--- src/rtl/ddr4_ca_pkg.sv ---
// Shared definitions for the DDR4 CA delay-line trainer and related trainers.
package ddr4_ca_pkg;

  // Trainer sequencing states.
  typedef enum logic [2:0] {
    S_IDLE,
    S_SEL,
    S_LOAD,
    S_WAIT,
    S_CMP,
    S_STEP,
    S_NEXT,
    S_FIN
  } state_e;

  // Default IOD tap width (TX_DELAY_VAL width) and its tap type.
  localparam int unsigned CA_TAP_W = 8;
  typedef logic [CA_TAP_W-1:0] tap_t;
  localparam tap_t TAP_MAX = '1;

endpackage

--- src/rtl/ddr4_ca_dly_trainer_if.sv ---
// Sequencer/PHY-facing signal bundle of the CA delay-line trainer.
interface ddr4_ca_dly_trainer_if #(
  parameter int unsigned NUM_LANES = 14,
  parameter int unsigned TAP_W     = 8
);
  logic                         START;
  logic [NUM_LANES-1:0]         LANE_MASK;
  logic [NUM_LANES*TAP_W-1:0]   TARGET_TAP;
  logic [NUM_LANES-1:0]         DELAY_LINE_OUT_OF_RANGE;
  logic [NUM_LANES-1:0]         DELAY_LINE_LOAD;
  logic [NUM_LANES-1:0]         DELAY_LINE_MOVE;
  logic [NUM_LANES-1:0]         DELAY_LINE_DIRECTION;
  logic [NUM_LANES*TAP_W-1:0]   CUR_TAP;
  logic                         BUSY;
  logic                         DONE;
  logic [NUM_LANES-1:0]         LANE_ERR;

  // Sequencer + PHY side.
  modport master (
    output START, LANE_MASK, TARGET_TAP, DELAY_LINE_OUT_OF_RANGE,
    input  DELAY_LINE_LOAD, DELAY_LINE_MOVE, DELAY_LINE_DIRECTION,
           CUR_TAP, BUSY, DONE, LANE_ERR
  );

  // Trainer side.
  modport slave (
    input  START, LANE_MASK, TARGET_TAP, DELAY_LINE_OUT_OF_RANGE,
    output DELAY_LINE_LOAD, DELAY_LINE_MOVE, DELAY_LINE_DIRECTION,
           CUR_TAP, BUSY, DONE, LANE_ERR
  );
endinterface

--- src/rtl/ddr_dly_gap_timer.sv ---
// Loadable idle-gap down-counter; expired_o marks the last cycle of the gap.
module ddr_dly_gap_timer #(
  parameter int unsigned GAP = 4
) (
  input  logic clk_i,
  input  logic rst_i,
  input  logic load_i,
  input  logic en_i,
  output logic expired_o
);
  localparam int unsigned CW = $clog2(GAP + 1);

  logic [CW-1:0] cnt_q, cnt_d;

  // Next count: reload on a pulse, otherwise count down while enabled.
  always_comb begin
    cnt_d = cnt_q;
    if (load_i) begin
      cnt_d = CW'(GAP);
    end else if (en_i && (cnt_q != '0)) begin
      cnt_d = cnt_q - CW'(1);
    end
  end

  // Count register.
  always_ff @(posedge clk_i) begin
    if (rst_i) begin
      cnt_q <= '0;
    end else begin
      cnt_q <= cnt_d;
    end
  end

  assign expired_o = (cnt_q == CW'(1));
endmodule

--- src/rtl/ddr4_ca_dly_trainer.sv ---
// Walks each unmasked CA lane: LOAD, then MOVE pulses until the tracked tap
// reaches the lane target, with sticky per-lane out-of-range reporting.
module ddr4_ca_dly_trainer
  import ddr4_ca_pkg::*;
#(
  parameter int unsigned NUM_LANES = 14,
  parameter int unsigned TAP_W     = 8,
  parameter int unsigned LOAD_VAL  = 1,
  parameter int unsigned MOVE_GAP  = 4
) (
  input  logic                    FAB_CLK,
  input  logic                    TX_SYNC_RST,
  ddr4_ca_dly_trainer_if.slave    bus
);
  localparam int unsigned LW = (NUM_LANES > 1) ? $clog2(NUM_LANES) : 1;
  typedef logic [TAP_W-1:0] lane_tap_t;
  localparam lane_tap_t      LOAD_TAP  = lane_tap_t'(LOAD_VAL);
  localparam lane_tap_t      ONE_TAP   = lane_tap_t'(1);
  localparam lane_tap_t      TAP_TOP   = '1;
  localparam logic [LW-1:0]  LAST_LANE = LW'(NUM_LANES - 1);

  state_e               state_q, state_d;
  logic [LW-1:0]        lane_q, lane_d;
  logic [NUM_LANES-1:0] mask_q, mask_d;
  logic [NUM_LANES-1:0] err_q, err_d;
  lane_tap_t            tgt_q [NUM_LANES];
  lane_tap_t            tgt_d [NUM_LANES];
  lane_tap_t            tap_q [NUM_LANES];
  lane_tap_t            tap_d [NUM_LANES];
  logic                 dir_q, dir_d;
  logic                 oor_q, oor_d;
  logic                 stepped_q, stepped_d;
  logic                 busy_q, busy_d;
  logic                 done_q, done_d;

  logic                 gap_load, gap_en, gap_expired;
  logic [NUM_LANES-1:0] load_vec, move_vec, dir_vec;
  lane_tap_t            cur_tap, cur_tgt;
  logic [NUM_LANES*TAP_W-1:0] cur_tap_flat;

  assign cur_tap = tap_q[lane_q];
  assign cur_tgt = tgt_q[lane_q];

  ddr_dly_gap_timer #(
    .GAP (MOVE_GAP)
  ) u_gap (
    .clk_i     (FAB_CLK),
    .rst_i     (TX_SYNC_RST),
    .load_i    (gap_load),
    .en_i      (gap_en),
    .expired_o (gap_expired)
  );

  // Next-state, tap tracking and per-lane pulse decode.
  always_comb begin
    state_d   = state_q;
    lane_d    = lane_q;
    mask_d    = mask_q;
    tgt_d     = tgt_q;
    tap_d     = tap_q;
    err_d     = err_q;
    dir_d     = dir_q;
    oor_d     = oor_q;
    stepped_d = stepped_q;
    busy_d    = busy_q;
    done_d    = done_q;
    gap_load  = 1'b0;
    gap_en    = 1'b0;
    load_vec  = '0;
    move_vec  = '0;
    dir_vec   = '0;

    unique case (state_q)
      S_IDLE: begin
        if (bus.START) begin
          mask_d = bus.LANE_MASK;
          for (int unsigned i = 0; i < NUM_LANES; i++) begin
            tgt_d[i] = bus.TARGET_TAP[i*TAP_W +: TAP_W];
          end
          err_d   = '0;
          done_d  = 1'b0;
          lane_d  = '0;
          busy_d  = 1'b1;
          state_d = S_SEL;
        end
      end
      S_SEL: begin
        state_d = mask_q[lane_q] ? S_LOAD : S_NEXT;
      end
      S_LOAD: begin
        load_vec[lane_q] = 1'b1;
        tap_d[lane_q]    = LOAD_TAP;
        stepped_d        = 1'b0;
        gap_load         = 1'b1;
        state_d          = S_WAIT;
      end
      S_WAIT: begin
        gap_en = 1'b1;
        // Direction and range flag only matter in the gap following a MOVE.
        if (stepped_q) begin
          dir_vec[lane_q] = dir_q;
          if (bus.DELAY_LINE_OUT_OF_RANGE[lane_q]) begin
            oor_d = 1'b1;
          end
        end
        if (gap_expired) begin
          state_d = S_CMP;
        end
      end
      S_CMP: begin
        if (oor_q) begin
          err_d[lane_q] = 1'b1;
          tap_d[lane_q] = dir_q ? (cur_tap - ONE_TAP) : (cur_tap + ONE_TAP);
          state_d       = S_NEXT;
        end else if (cur_tap == cur_tgt) begin
          state_d = S_NEXT;
        end else begin
          dir_d           = (cur_tgt > cur_tap);
          dir_vec[lane_q] = dir_d;
          state_d         = S_STEP;
        end
      end
      S_STEP: begin
        move_vec[lane_q] = 1'b1;
        dir_vec[lane_q]  = dir_q;
        if (dir_q && (cur_tap != TAP_TOP)) begin
          tap_d[lane_q] = cur_tap + ONE_TAP;
        end else if (!dir_q && (cur_tap != '0)) begin
          tap_d[lane_q] = cur_tap - ONE_TAP;
        end
        stepped_d = 1'b1;
        gap_load  = 1'b1;
        state_d   = S_WAIT;
      end
      S_NEXT: begin
        oor_d = 1'b0;
        if (lane_q == LAST_LANE) begin
          state_d = S_FIN;
        end else begin
          lane_d  = lane_q + LW'(1);
          state_d = S_SEL;
        end
      end
      S_FIN: begin
        done_d  = 1'b1;
        busy_d  = 1'b0;
        state_d = S_IDLE;
      end
      default: begin
        state_d = S_IDLE;
      end
    endcase
  end

  // State and datapath registers.
  always_ff @(posedge FAB_CLK) begin
    if (TX_SYNC_RST) begin
      state_q   <= S_IDLE;
      lane_q    <= '0;
      mask_q    <= '0;
      err_q     <= '0;
      dir_q     <= 1'b0;
      oor_q     <= 1'b0;
      stepped_q <= 1'b0;
      busy_q    <= 1'b0;
      done_q    <= 1'b0;
      for (int unsigned i = 0; i < NUM_LANES; i++) begin
        tgt_q[i] <= '0;
        tap_q[i] <= LOAD_TAP;
      end
    end else begin
      state_q   <= state_d;
      lane_q    <= lane_d;
      mask_q    <= mask_d;
      err_q     <= err_d;
      dir_q     <= dir_d;
      oor_q     <= oor_d;
      stepped_q <= stepped_d;
      busy_q    <= busy_d;
      done_q    <= done_d;
      for (int unsigned i = 0; i < NUM_LANES; i++) begin
        tgt_q[i] <= tgt_d[i];
        tap_q[i] <= tap_d[i];
      end
    end
  end

  // Flatten tracked taps onto the lane-packed output bus.
  always_comb begin
    cur_tap_flat = '0;
    for (int unsigned i = 0; i < NUM_LANES; i++) begin
      cur_tap_flat[i*TAP_W +: TAP_W] = tap_q[i];
    end
  end

  assign bus.DELAY_LINE_LOAD      = load_vec;
  assign bus.DELAY_LINE_MOVE      = move_vec;
  assign bus.DELAY_LINE_DIRECTION = dir_vec;
  assign bus.CUR_TAP              = cur_tap_flat;
  assign bus.BUSY                 = busy_q;
  assign bus.DONE                 = done_q;
  assign bus.LANE_ERR             = err_q;
endmodule

--- src/flat_wrapper.sv ---
// flat-port wrapper written by rule: the top's interface ports become plain ports
module ddr4_ca_dly_trainer_flat import ddr4_ca_pkg::*;
#(
  parameter int unsigned NUM_LANES = 14,
  parameter int unsigned TAP_W     = 8,
  parameter int unsigned LOAD_VAL  = 1,
  parameter int unsigned MOVE_GAP  = 4
)
  (FAB_CLK, TX_SYNC_RST, bus_START, bus_LANE_MASK, bus_TARGET_TAP, bus_DELAY_LINE_OUT_OF_RANGE, bus_DELAY_LINE_LOAD, bus_DELAY_LINE_MOVE, bus_DELAY_LINE_DIRECTION, bus_CUR_TAP, bus_BUSY, bus_DONE, bus_LANE_ERR);
  ddr4_ca_dly_trainer_if #(.NUM_LANES(NUM_LANES), .TAP_W(TAP_W)) bus_i ();
  input  logic FAB_CLK;
  input  logic TX_SYNC_RST;
  input wire logic [$bits(bus_i.START)-1:0] bus_START;
  input wire logic [$bits(bus_i.LANE_MASK)-1:0] bus_LANE_MASK;
  input wire logic [$bits(bus_i.TARGET_TAP)-1:0] bus_TARGET_TAP;
  input wire logic [$bits(bus_i.DELAY_LINE_OUT_OF_RANGE)-1:0] bus_DELAY_LINE_OUT_OF_RANGE;
  output wire logic [$bits(bus_i.DELAY_LINE_LOAD)-1:0] bus_DELAY_LINE_LOAD;
  output wire logic [$bits(bus_i.DELAY_LINE_MOVE)-1:0] bus_DELAY_LINE_MOVE;
  output wire logic [$bits(bus_i.DELAY_LINE_DIRECTION)-1:0] bus_DELAY_LINE_DIRECTION;
  output wire logic [$bits(bus_i.CUR_TAP)-1:0] bus_CUR_TAP;
  output wire logic [$bits(bus_i.BUSY)-1:0] bus_BUSY;
  output wire logic [$bits(bus_i.DONE)-1:0] bus_DONE;
  output wire logic [$bits(bus_i.LANE_ERR)-1:0] bus_LANE_ERR;
  assign bus_i.START = bus_START;
  assign bus_i.LANE_MASK = bus_LANE_MASK;
  assign bus_i.TARGET_TAP = bus_TARGET_TAP;
  assign bus_i.DELAY_LINE_OUT_OF_RANGE = bus_DELAY_LINE_OUT_OF_RANGE;
  assign bus_DELAY_LINE_LOAD = bus_i.DELAY_LINE_LOAD;
  assign bus_DELAY_LINE_MOVE = bus_i.DELAY_LINE_MOVE;
  assign bus_DELAY_LINE_DIRECTION = bus_i.DELAY_LINE_DIRECTION;
  assign bus_CUR_TAP = bus_i.CUR_TAP;
  assign bus_BUSY = bus_i.BUSY;
  assign bus_DONE = bus_i.DONE;
  assign bus_LANE_ERR = bus_i.LANE_ERR;
  ddr4_ca_dly_trainer #(.NUM_LANES(NUM_LANES), .TAP_W(TAP_W), .LOAD_VAL(LOAD_VAL), .MOVE_GAP(MOVE_GAP)) u_core (.FAB_CLK(FAB_CLK), .TX_SYNC_RST(TX_SYNC_RST), .bus(bus_i));
endmodule
--- config.mk ---
export PLATFORM = sky130hd
export DESIGN_NAME = ddr4_ca_dly_trainer_flat
export DESIGN_NICKNAME = d
export VERILOG_FILES = /design/src/rtl/ddr4_ca_pkg.sv /design/src/rtl/ddr4_ca_dly_trainer_if.sv /design/src/rtl/ddr_dly_gap_timer.sv /design/src/rtl/ddr4_ca_dly_trainer.sv /design/src/flat_wrapper.sv
export SDC_FILE = /design/constraint.sdc
export NUM_CORES = 1
export LEC_CHECK = 0
export BUFFER_PORTS_ARGS = -buffer_cell sky130_fd_sc_hd__buf_2
export CELL_PAD_IN_SITES_DETAIL_PLACEMENT = 0
export CELL_PAD_IN_SITES_GLOBAL_PLACEMENT = 1
export CORE_MARGIN = 5
export CORE_UTILIZATION = 40
export CTS_CLUSTER_DIAMETER = 200
export DETAILED_ROUTE_END_ITERATION = 10
export PLACE_DENSITY = 0.88
export SYNTH_ARGS = -nofsm -noshare
export SYNTH_HDL_FRONTEND = slang
export SYNTH_HIERARCHICAL = 1
export SYNTH_SLANG_ARGS = --single-unit
--- constraint.sdc ---
create_clock -name FAB_CLK -period 5.6 [get_ports FAB_CLK]
set_input_delay 0.28 -clock FAB_CLK [delete_from_list [all_inputs] [get_ports FAB_CLK]]
set_output_delay 0.28 -clock FAB_CLK [all_outputs]
set_load 0.02 [all_outputs]
* Word-level counts from Yosys, hierarchy flattened
Cells that the tools add are included.
Widths: inputs -> output; s select.
** Storage, ports and cells
- Word-level logic and storage cells :: 154
- Bits of input ports :: 143
- Flip-flop bits (word level) :: 267
- Output and inout port bits :: 170
** Cells by class
- Eq/ne operators :: 18
- Bitwise operators :: 9
- $add $sub $neg :: 4
- Reductions and logical operators :: 26
- Multiplexer cells :: 53
- Order comparisons :: 5
** Operator list (count)
- $bwmux 112 :: 3
- $mux 112 :: 3
- $pmux 112 s3 :: 1
- $and 98x98->98 :: 1
- $mux 14 :: 7
- $not 98->98 :: 1
- $bmux 8 s4 :: 2
- $mux 8 :: 6
- $pmux 14 s3 :: 1
- $demux 8 s4 :: 1
- $and 14x14->14 :: 2
- $or 14x14->14 :: 2
- $pmux 14 s2 :: 1
- $mux 3 :: 7
- $pmux 3 s7 :: 1
- $reduce_and 3->1 :: 5
- $eq 3x3->1 const B :: 4
- $reduce_bool 2->1 :: 6
- $mux 1 :: 9
- $add 8x1->8 const B :: 1
- $bmux 1 s4 :: 2
- $eq 8x8->1 :: 1
- $gt 8x8->1 :: 1
- $mux 4 :: 2
- 27 further kinds :: 45

* Depth between registers and ports, before layout
Gate-level depths: netlist of the first run.
- Depth after elaboration :: 9
- Depth in mapped cells :: 20

* Modules after synthesis
Netlist of the first run, hierarchy kept.
** Modules (own cells, without submodules)
- ddr4_ca_dly_trainer :: cells an instance 1476, area each 12477.0 µm², instances 1
- ddr_dly_gap_timer :: cells an instance 20, area each 198.9 µm², instances 1

* Worst setup path after synthesis of the first run
OpenSTA, ideal clock, no wires.
- Path kind :: register to output
- Start point :: register u_core.lane_q[0]
- End point :: output port bus_DELAY_LINE_DIRECTION[10]
- Arrival time :: 4.801 ns
- Path slack :: 0.519 ns
- Data required time :: 5.320 ns
- Cell stages (with the launch flop) :: 20
- Cell sequence :: dfxtp_1 buf_6 buf_6 buf_2 buf_1 buf_2 clkbuf_1 mux2_2 a221oi_1 ha_1 nor2b_1 o21a_1 o21a_1 o21a_1 o21a_1 o21a_1 o21a_1 o21ai_1 clkbuf_1 a21oi_1
** On the way
- Longest elaborated chain between the ends :: 9
- Elaborated cells between the ends (all ways) :: 20
- Classes of those cells :: order compare (3); eq/ne (1); mux (12); bitwise (3); reduce/logical (1)
** RTL lines
- start, declared :: RTL line ddr4_ca_dly_trainer.sv:23 : logic [LW-1:0] lane_q, lane_d;
- start signal, assigned :: RTL line ddr4_ca_dly_trainer.sv:173 : lane_q <= lane_d;
- $not 4->5 (implied by the code) :: RTL line ddr4_ca_dly_trainer.sv:41, ddr4_ca_dly_trainer.sv:42
- $bmux 8 s4 (on tied branches) :: RTL line ddr4_ca_dly_trainer.sv:42, ddr4_ca_dly_trainer.sv:41
- $mux 8 (on tied branches) (2 in a row) :: RTL line ddr4_ca_dly_trainer.sv:42, ddr4_ca_dly_trainer.sv:41
- $gt 8x8->1 :: RTL line ddr4_ca_dly_trainer.sv:118 : dir_d = (cur_tgt > cur_tap);
- $and 14x14->14 (no source line)
- $mux 14 :: RTL line ddr4_ca_dly_trainer.sv:115 : end else if (cur_tap == cur_tgt) begin
- $mux 14 :: RTL line ddr4_ca_dly_trainer.sv:111 : if (oor_q) begin
- $pmux 14 s3 (*) :: RTL line ddr4_ca_dly_trainer.sv:73 : unique case (state_q)
- end, declared :: RTL line flat_wrapper.sv:19 : output wire logic [$bits(bus_i.DELAY_LINE_DIRECTION)-1:0] bus_DELAY_LINE_DIRECTION;
Mark *: on every way between the ends. The rest lies on a longest branch, timed or not. The select of a mux whose other input is x is not followed.

* Final worst setup path of the first run
- Start point :: register u_core.lane_q[2]
- End point :: output port bus_DELAY_LINE_DIRECTION[7]
The elaborated chain is that of the path after synthesis.

==> flow_summary_export.csv, run 1 <==
group,metric,value,unit
run_status,status,"complete, no violations",
layout,nets,2022,
global_route,grt_overflow,0,
placement,hpwl,31400,um
die,die_w,188,um
route,drt_wl_total,44800,um
clock_tree,clkSinkCount,267,
sta,setup_slack,622,ps
critical_path,critPathLaunch,"u_core/lane_q[2]",
layout,drive_gt1_share,25.0,%
power,p_leak,0.00650,uW
layout,diodes,0,
die,start_util,40.4,%
worst_hold_path,min-delay-start,"bus_TARGET_TAP[97]",
logic_synthesis,synth_edf_count,0,
logic_synthesis,async_flop_share,0,%
layout,num-fill-cells,2909,
logic_synthesis,ys_seq_area_share,42.2,%
sta,drv_slew,0,
worst_hold_path,hold_depth,3,
route,highest_layer,"met4",
route,num_vias,12600,
logic_synthesis,synth_top_cell_area_share,42.2,%
sta,period_needed,4980,ps
clock_tree,cts-resized-gates,0,
logic_synthesis,postSynthNetCount,1657,
sta,setup_viol,0,
logic_synthesis,yosys.area.top_type,"dfxtp_1",
placement,place_congestion,0.892,
logic_synthesis,netlist-cell-type-count,79,
logic_synthesis,syn_area_per_cell,8.47,sq um
route,avgViaCountPerCell,5.51,
die,die_h,188,um
global_route,antenna_found_initial,0,
worst_hold_path,hold_path_end,"u_core/tgt_q[9]",
route,met1_length,18700,um
placement,port_buffers,312,
critical_path,rr_startpoint,"u_core/lane_q[2]",
sta,fin_crit_sh,88.9,%
route,wl_met2,21200,um
sta,setup_tns,0,ps
die,core,0.0314,sq mm
global_route,grt_usage,24.1,%
critical_path,cp.required,5320,ps
sta,clock.fmax,0.201,GHz
worst_hold_path,min_path_type,"primary input to flip-flop",
global_route,grt_pass1_wl,69600,um
route,wl_met3,3670,um
run,maxCapViolCount,0,
clock_tree,cts_buffers,29,
die,fp.dieArea,0.0353,sq mm
clock_tree,clk_pin_slew,60,ps
clock_tree,cts_buffer_depth,3,
critical_path,r2r_setup_slack,980,ps
logic_synthesis,synthCells,1496,
critical_path,critPathMaxFanout,31,
power,p_total,4460,uW
sta,final_hold_viol_count,0,
placement,pre_cts_ws,1110,ps
power,worst_ir_drop_vdd,0.214,mV
logic_synthesis,synth_area_leaders,"dfxtp_1 42%, nand2_1 9.7%, a21oi_1 7.5%",
critical_path,r2r_end,"u_core/bus.CUR_TAP[93]",
sta,rsz0062_at_grt,"false",
clock_tree,cts_tree,"done",
global_route,grt_max_degree,148,
logic_synthesis,yosysMostFrequentCell,"nand2_1",
placement,dp_cells,2118,
clock_tree,clockRootBuffer,"clkbuf_16",
clock_tree,cts_max_level,1,
sta,slew_headroom,21.2,%
critical_path,cp-start-kind,"flip-flop",
die,fp-row-count,65,
critical_path,critPathKind,"flip-flop to output pin",
layout,syn_to_final_growth,30.6,%
die,pin_count,313,
critical_path,crit_arrival,4700,ps
critical_path,reg2regPathDepth,13,
sta,clock_skew,11.1,ps
logic_synthesis,yosys_warnings,6,
critical_path,cp-end-kind,"output pin",
route,ant_nets,0,
logic_synthesis,syn_area,0.0127,sq mm
global_route,grt_pass1_vias,12400,
clock_tree,clk_latency,540,ps
logic_synthesis,synth.top_cells.by_count,"328 x nand2_1, 267 x dfxtp_1, 190 x a21oi_1",
layout,fin_cells,2285,
power,powerDensity,270,mW/mm^2
route,drtPass1Iterations,5,
sta,worstMarginPinSlew,1180,ps
logic_synthesis,yosys_register_bits,267,
route,drc,0,
logic_synthesis,ys.flop_type,"dfxtp_1",
route,drtIter0Drc,1074,
route,wire_per_inst,19.6,um
==> critical path, cell delays in order, from the launching register on <==
cell and delay [ps]:
dfxtp_2 750, inv_1 490, nor2_1 380, a32o_1 270, or2_1 250, inv_2 120
ha_1 330, o21a_1 120, o21a_1 180, o21a_1 160, o21a_1 160, o21a_1 160
o21a_1 160, o21ai_1 110, buf_4 220, a21oi_1 90, buf_2 190
==> worst max-delay path by stage <==
stage,to,slack [ps],depth (start not counted)
after CTS,bus_DELAY_LINE_DIRECTION[7],610,18
after detailed placement,u_core/bus.CUR_TAP[101],1110,13
after floorplan,bus_DELAY_LINE_DIRECTION[10],520,19
final,bus_DELAY_LINE_DIRECTION[7],620,16
after global routing,bus_DELAY_LINE_DIRECTION[12],280,16
after global placement,u_core/bus.CUR_TAP[101],1140,13
==> state kept, by name (all words and copies together), names as in the netlist <==
name                 flops
u_core/bus.CUR_TAP     112
u_core/tgt_q           112
u_core/bus.LANE_ERR     14
u_core/mask_q           14
u_core/lane_q            4
u_core/state_q           3
u_core/u_gap/cnt_q       3
u_core/bus.BUSY          1
u_core/bus.DONE          1
u_core/dir_q             1
u_core/oor_q             1
u_core/stepped_q         1
==> metal layers <==
layer  GRT usage, %  vias up
met5              0        -
li1               -     5988
met1           31.9     5900
met4           6.55        0
met2           40.6      606
met3           4.50       90
==> area by class of cell <==
class | instances | area [sq um] | share of cell area (%)
Multi-Input combinational cell | 1105 | 6810 | 41.1
Sequential cell | 267 | 5350 | 32.4
Timing Repair Buffer | 444 | 2860 | 17.3
Clock buffer | 46 | 880 | 5.31
Tap cell | 402 | 503 | 3.04
Clock inverter | 7 | 95.1 | 0.575
Inverter | 14 | 52.6 | 0.318
==> cells in the final DEF (no fill, tap or decap), drive strengths merged, types with 5 or more instances in the layout <==
| master | instances |
|---|---|
| buf | 330 |
| nand2 | 328 |
| dfxtp | 267 |
| a21oi | 190 |
| nor2 | 176 |
| dlygate4sd3 | 114 |
| a211oi | 76 |
| clkbuf | 46 |
| o21ai | 43 |
| mux4 | 42 |
| nand3b | 32 |
| mux2i | 26 |
| ha | 18 |
| a211o | 15 |
| mux2 | 15 |
| inv | 14 |
| xnor2 | 11 |
| nand2b | 11 |
| and2 | 10 |
| and3 | 10 |
| nand3 | 9 |
| a22oi | 8 |
| nand4 | 7 |
| o21a | 6 |
| nor2b | 5 |
| a221oi | 5 |
| nor3 | 5 |
==> kinds of logic (layout without fill, tap and decap cells) <==
kind of cell	count (synthesis)	after routing	synth area share [%]
AO/OA/AOI/OAI	381	381	19.3
XOR/XNOR	13	13	0.898
adder cells (fa/ha/maj)	18	18	1.78
buffers and inverters	124	511	4.23
flip-flops	267	267	42.2
multiplexers	83	83	11.0
AND/OR/NAND/NOR	610	610	20.6
==> per-stage QoR <==
stage	hold WS [ps]	cell area, sq um	util (%)
after floorplan	352	12700	-
after global placement	440	14400	46.0
after detailed placement	446	14400	46.0
after CTS	0.341	16500	52.7
after global routing	14.7	16500	52.7
final	15.3	16500	52.7
==> report_power, final <==
group | internal, uW | switching [uW]
Sequential | 1980 | 48.4
Combinational | 218 | 281
Clock | 1160 | 774
Total | 3360 | 1100
==> repair_timing <==
item                                    4_1_cts  5_1_grt
hold endpoints to repair                    114        0
endpoints found under the setup margin        0        0
buffers inserted                              0        0
hold buffers                                114        0
Note: power is estimated with default switching activity, not from simulation.
==> inputs of run 2 (changes only) <==
--- a/config.mk
+++ b/config.mk
@@ -10,9 +10,9 @@
 export CELL_PAD_IN_SITES_GLOBAL_PLACEMENT = 1
 export CORE_MARGIN = 5
 export CORE_UTILIZATION = 40
-export CTS_CLUSTER_DIAMETER = 200
 export DETAILED_ROUTE_END_ITERATION = 10
 export PLACE_DENSITY = 0.88
+export RECOVER_POWER = 50
 export SYNTH_ARGS = -nofsm -noshare
 export SYNTH_HDL_FRONTEND = slang
 export SYNTH_HIERARCHICAL = 1
==> flow_summary_export.csv, run 2 (synthesis gave the netlist of run 1 again) <==
group,metric,value,unit
route,drc,0,
sta,slew_headroom,-25.5,%
power,worst_ir_drop_vdd,0.215,mV
sta,period_needed,4980,ps
worst_hold_path,hold_depth,3,
die,fp-row-count,65,
placement,port_buffers,312,
critical_path,cp.required,5320,ps
critical_path,critPathKind,"flip-flop to output pin",
route,avgViaCountPerCell,5.52,
global_route,antenna_found_initial,0,
power,powerDensity,272,mW/mm^2
global_route,grt_pass1_wl,69600,um
route,drt_wl_total,44900,um
route,wl_met2,21300,um
route,wire_per_inst,19.7,um
layout,drive_gt1_share,18.1,%
die,fp.dieArea,0.0353,sq mm
worst_hold_path,min_path_type,"primary input to flip-flop",
clock_tree,cts_tree,"done",
sta,fin_crit_sh,88.9,%
power,p_total,4450,uW
clock_tree,cts_setup_buffers,0,
sta,worstMarginPinSlew,1880,ps
global_route,grt_usage,24.1,%
run_status,violations,"max-capacitance violations, max-slew violations",
clock_tree,clk_pin_slew,60,ps
die,die_h,188,um
sta,clock_skew,10.1,ps
placement,hpwl,31400,um
route,num_vias,12600,
critical_path,r2r_end,"u_core/bus.CUR_TAP[101]",
clock_tree,cts_buffer_depth,3,
die,die_w,188,um
worst_hold_path,min-delay-start,"bus_TARGET_TAP[97]",
clock_tree,cts_max_level,1,
route,ant_nets,0,
critical_path,cp-start-kind,"flip-flop",
layout,layout.cells.most_common,"nand2_1",
sta,rsz0062_at_grt,"false",
clock_tree,clk_latency,540,ps
die,pin_count,313,
sta,final_hold_viol_count,0,
route,met1_length,18600,um
critical_path,cp-end-kind,"output pin",
route,drtIter0Drc,1133,
global_route,grt_overflow,0,
sta,setup_viol,0,
critical_path,reg2regPathDepth,13,
run_status,status,"complete, but fails checks",
sta,setup_tns,0,ps
worst_hold_path,hold_path_end,"u_core/tgt_q[9]",
critical_path,r2r_setup_slack,1030,ps
global_route,grt_max_degree,148,
clock_tree,cts_buffers,29,
route,wl_met3,3810,um
sta,drv_slew,99,
sta,clock.fmax,0.201,GHz
route,drtPass1Iterations,8,
placement,place_congestion,0.892,
die,start_util,40.4,%
layout,syn_to_final_growth,29.2,%
layout,diodes,0,
global_route,grt_pass1_vias,12400,
critical_path,critPathMaxFanout,31,
power,p_leak,0.00597,uW
route,highest_layer,"met4",
layout,final_cell_mix,"328 x nand2_1, 264 x dfxtp_1, 190 x a21oi_1",
clock_tree,clockRootBuffer,"clkbuf_16",
critical_path,crit_arrival,4700,ps
clock_tree,clkSinkCount,267,
run,maxCapViolCount,1,
critical_path,rr_startpoint,"u_core/lane_q[1]",
layout,nets,2022,
die,core,0.0314,sq mm
-- run 2: critical path, stage by stage, from the launching register on --
cell	delay [ps]
dfxtp_2	750
inv_1	490
nor2_1	370
a32o_1	270
or2_1	250
inv_2	120
ha_1	330
o21a_1	120
o21a_1	180
o21a_1	160
o21a_1	160
o21a_1	160
o21a_1	160
o21ai_1	110
buf_4	220
a21oi_1	90
buf_2	190
-- run 2: worst max-delay path by stage --
stage,startpoint,to,slack (ps),cells after the start
3_3_place_gp,u_core/lane_q[0],u_core/bus.CUR_TAP[101],1140,13
6_report,u_core/lane_q[2],bus_DELAY_LINE_DIRECTION[7],620,16
4_1_cts,u_core/lane_q[0],bus_DELAY_LINE_DIRECTION[7],610,18
2_1_floorplan,u_core/lane_q[0],bus_DELAY_LINE_DIRECTION[10],520,19
3_5_place_dp,u_core/lane_q[1],u_core/bus.CUR_TAP[101],1110,13
5_1_grt,u_core/lane_q[2],bus_DELAY_LINE_DIRECTION[12],280,16
-- run 2: routing by layer --
| metal | GRT usage [%] | vias up |
|---|---|---|
| met3 | 4.50 | 84 |
| met1 | 31.9 | 5940 |
| met2 | 40.6 | 612 |
| met4 | 6.55 | 0 |
| li1 | - | 5984 |
| met5 | 0 | - |
-- run 2: area by class of cell --
class	instances	area [sq um]
timing repair buffer	444	2690
fill	2952	15000
multi-input combinational	1105	6800
clock inverter	7	95.1
sequential	267	5350
tap	402	503
clock buffer	46	880
inverter	14	52.6
-- run 2: stage by stage --
step | setup WS, ps | cell area, sq um | hold WS (ps) | std cells | utilization [%]
6_report | 623 | 16400 | 16.2 | 2285 | 52.2
5_1_grt | 281 | 16400 | 14.7 | 2285 | 52.2
3_5_place_dp | 1110 | 14400 | 446 | 2118 | 46.0
4_1_cts | 610 | 16500 | 0.341 | 2285 | 52.7
3_3_place_gp | 1140 | 14400 | 440 | 2118 | 46.0
2_1_floorplan | 519 | 12700 | 352 | 1496 | -
-- run 2: where the power goes --
group,leakage [uW],switching (uW),internal [uW]
Combinational,0.00333,281,216
Sequential,0.00217,48.8,1980
Clock,0.000473,770,1160
Total,0.00597,1100,3360
-- run 2: what timing repair did --
item | 4_1_cts | 5_1_grt
gates resized for setup | 0 | 0
hold endpoints to repair | 114 | 0
hold buffers | 114 | 0
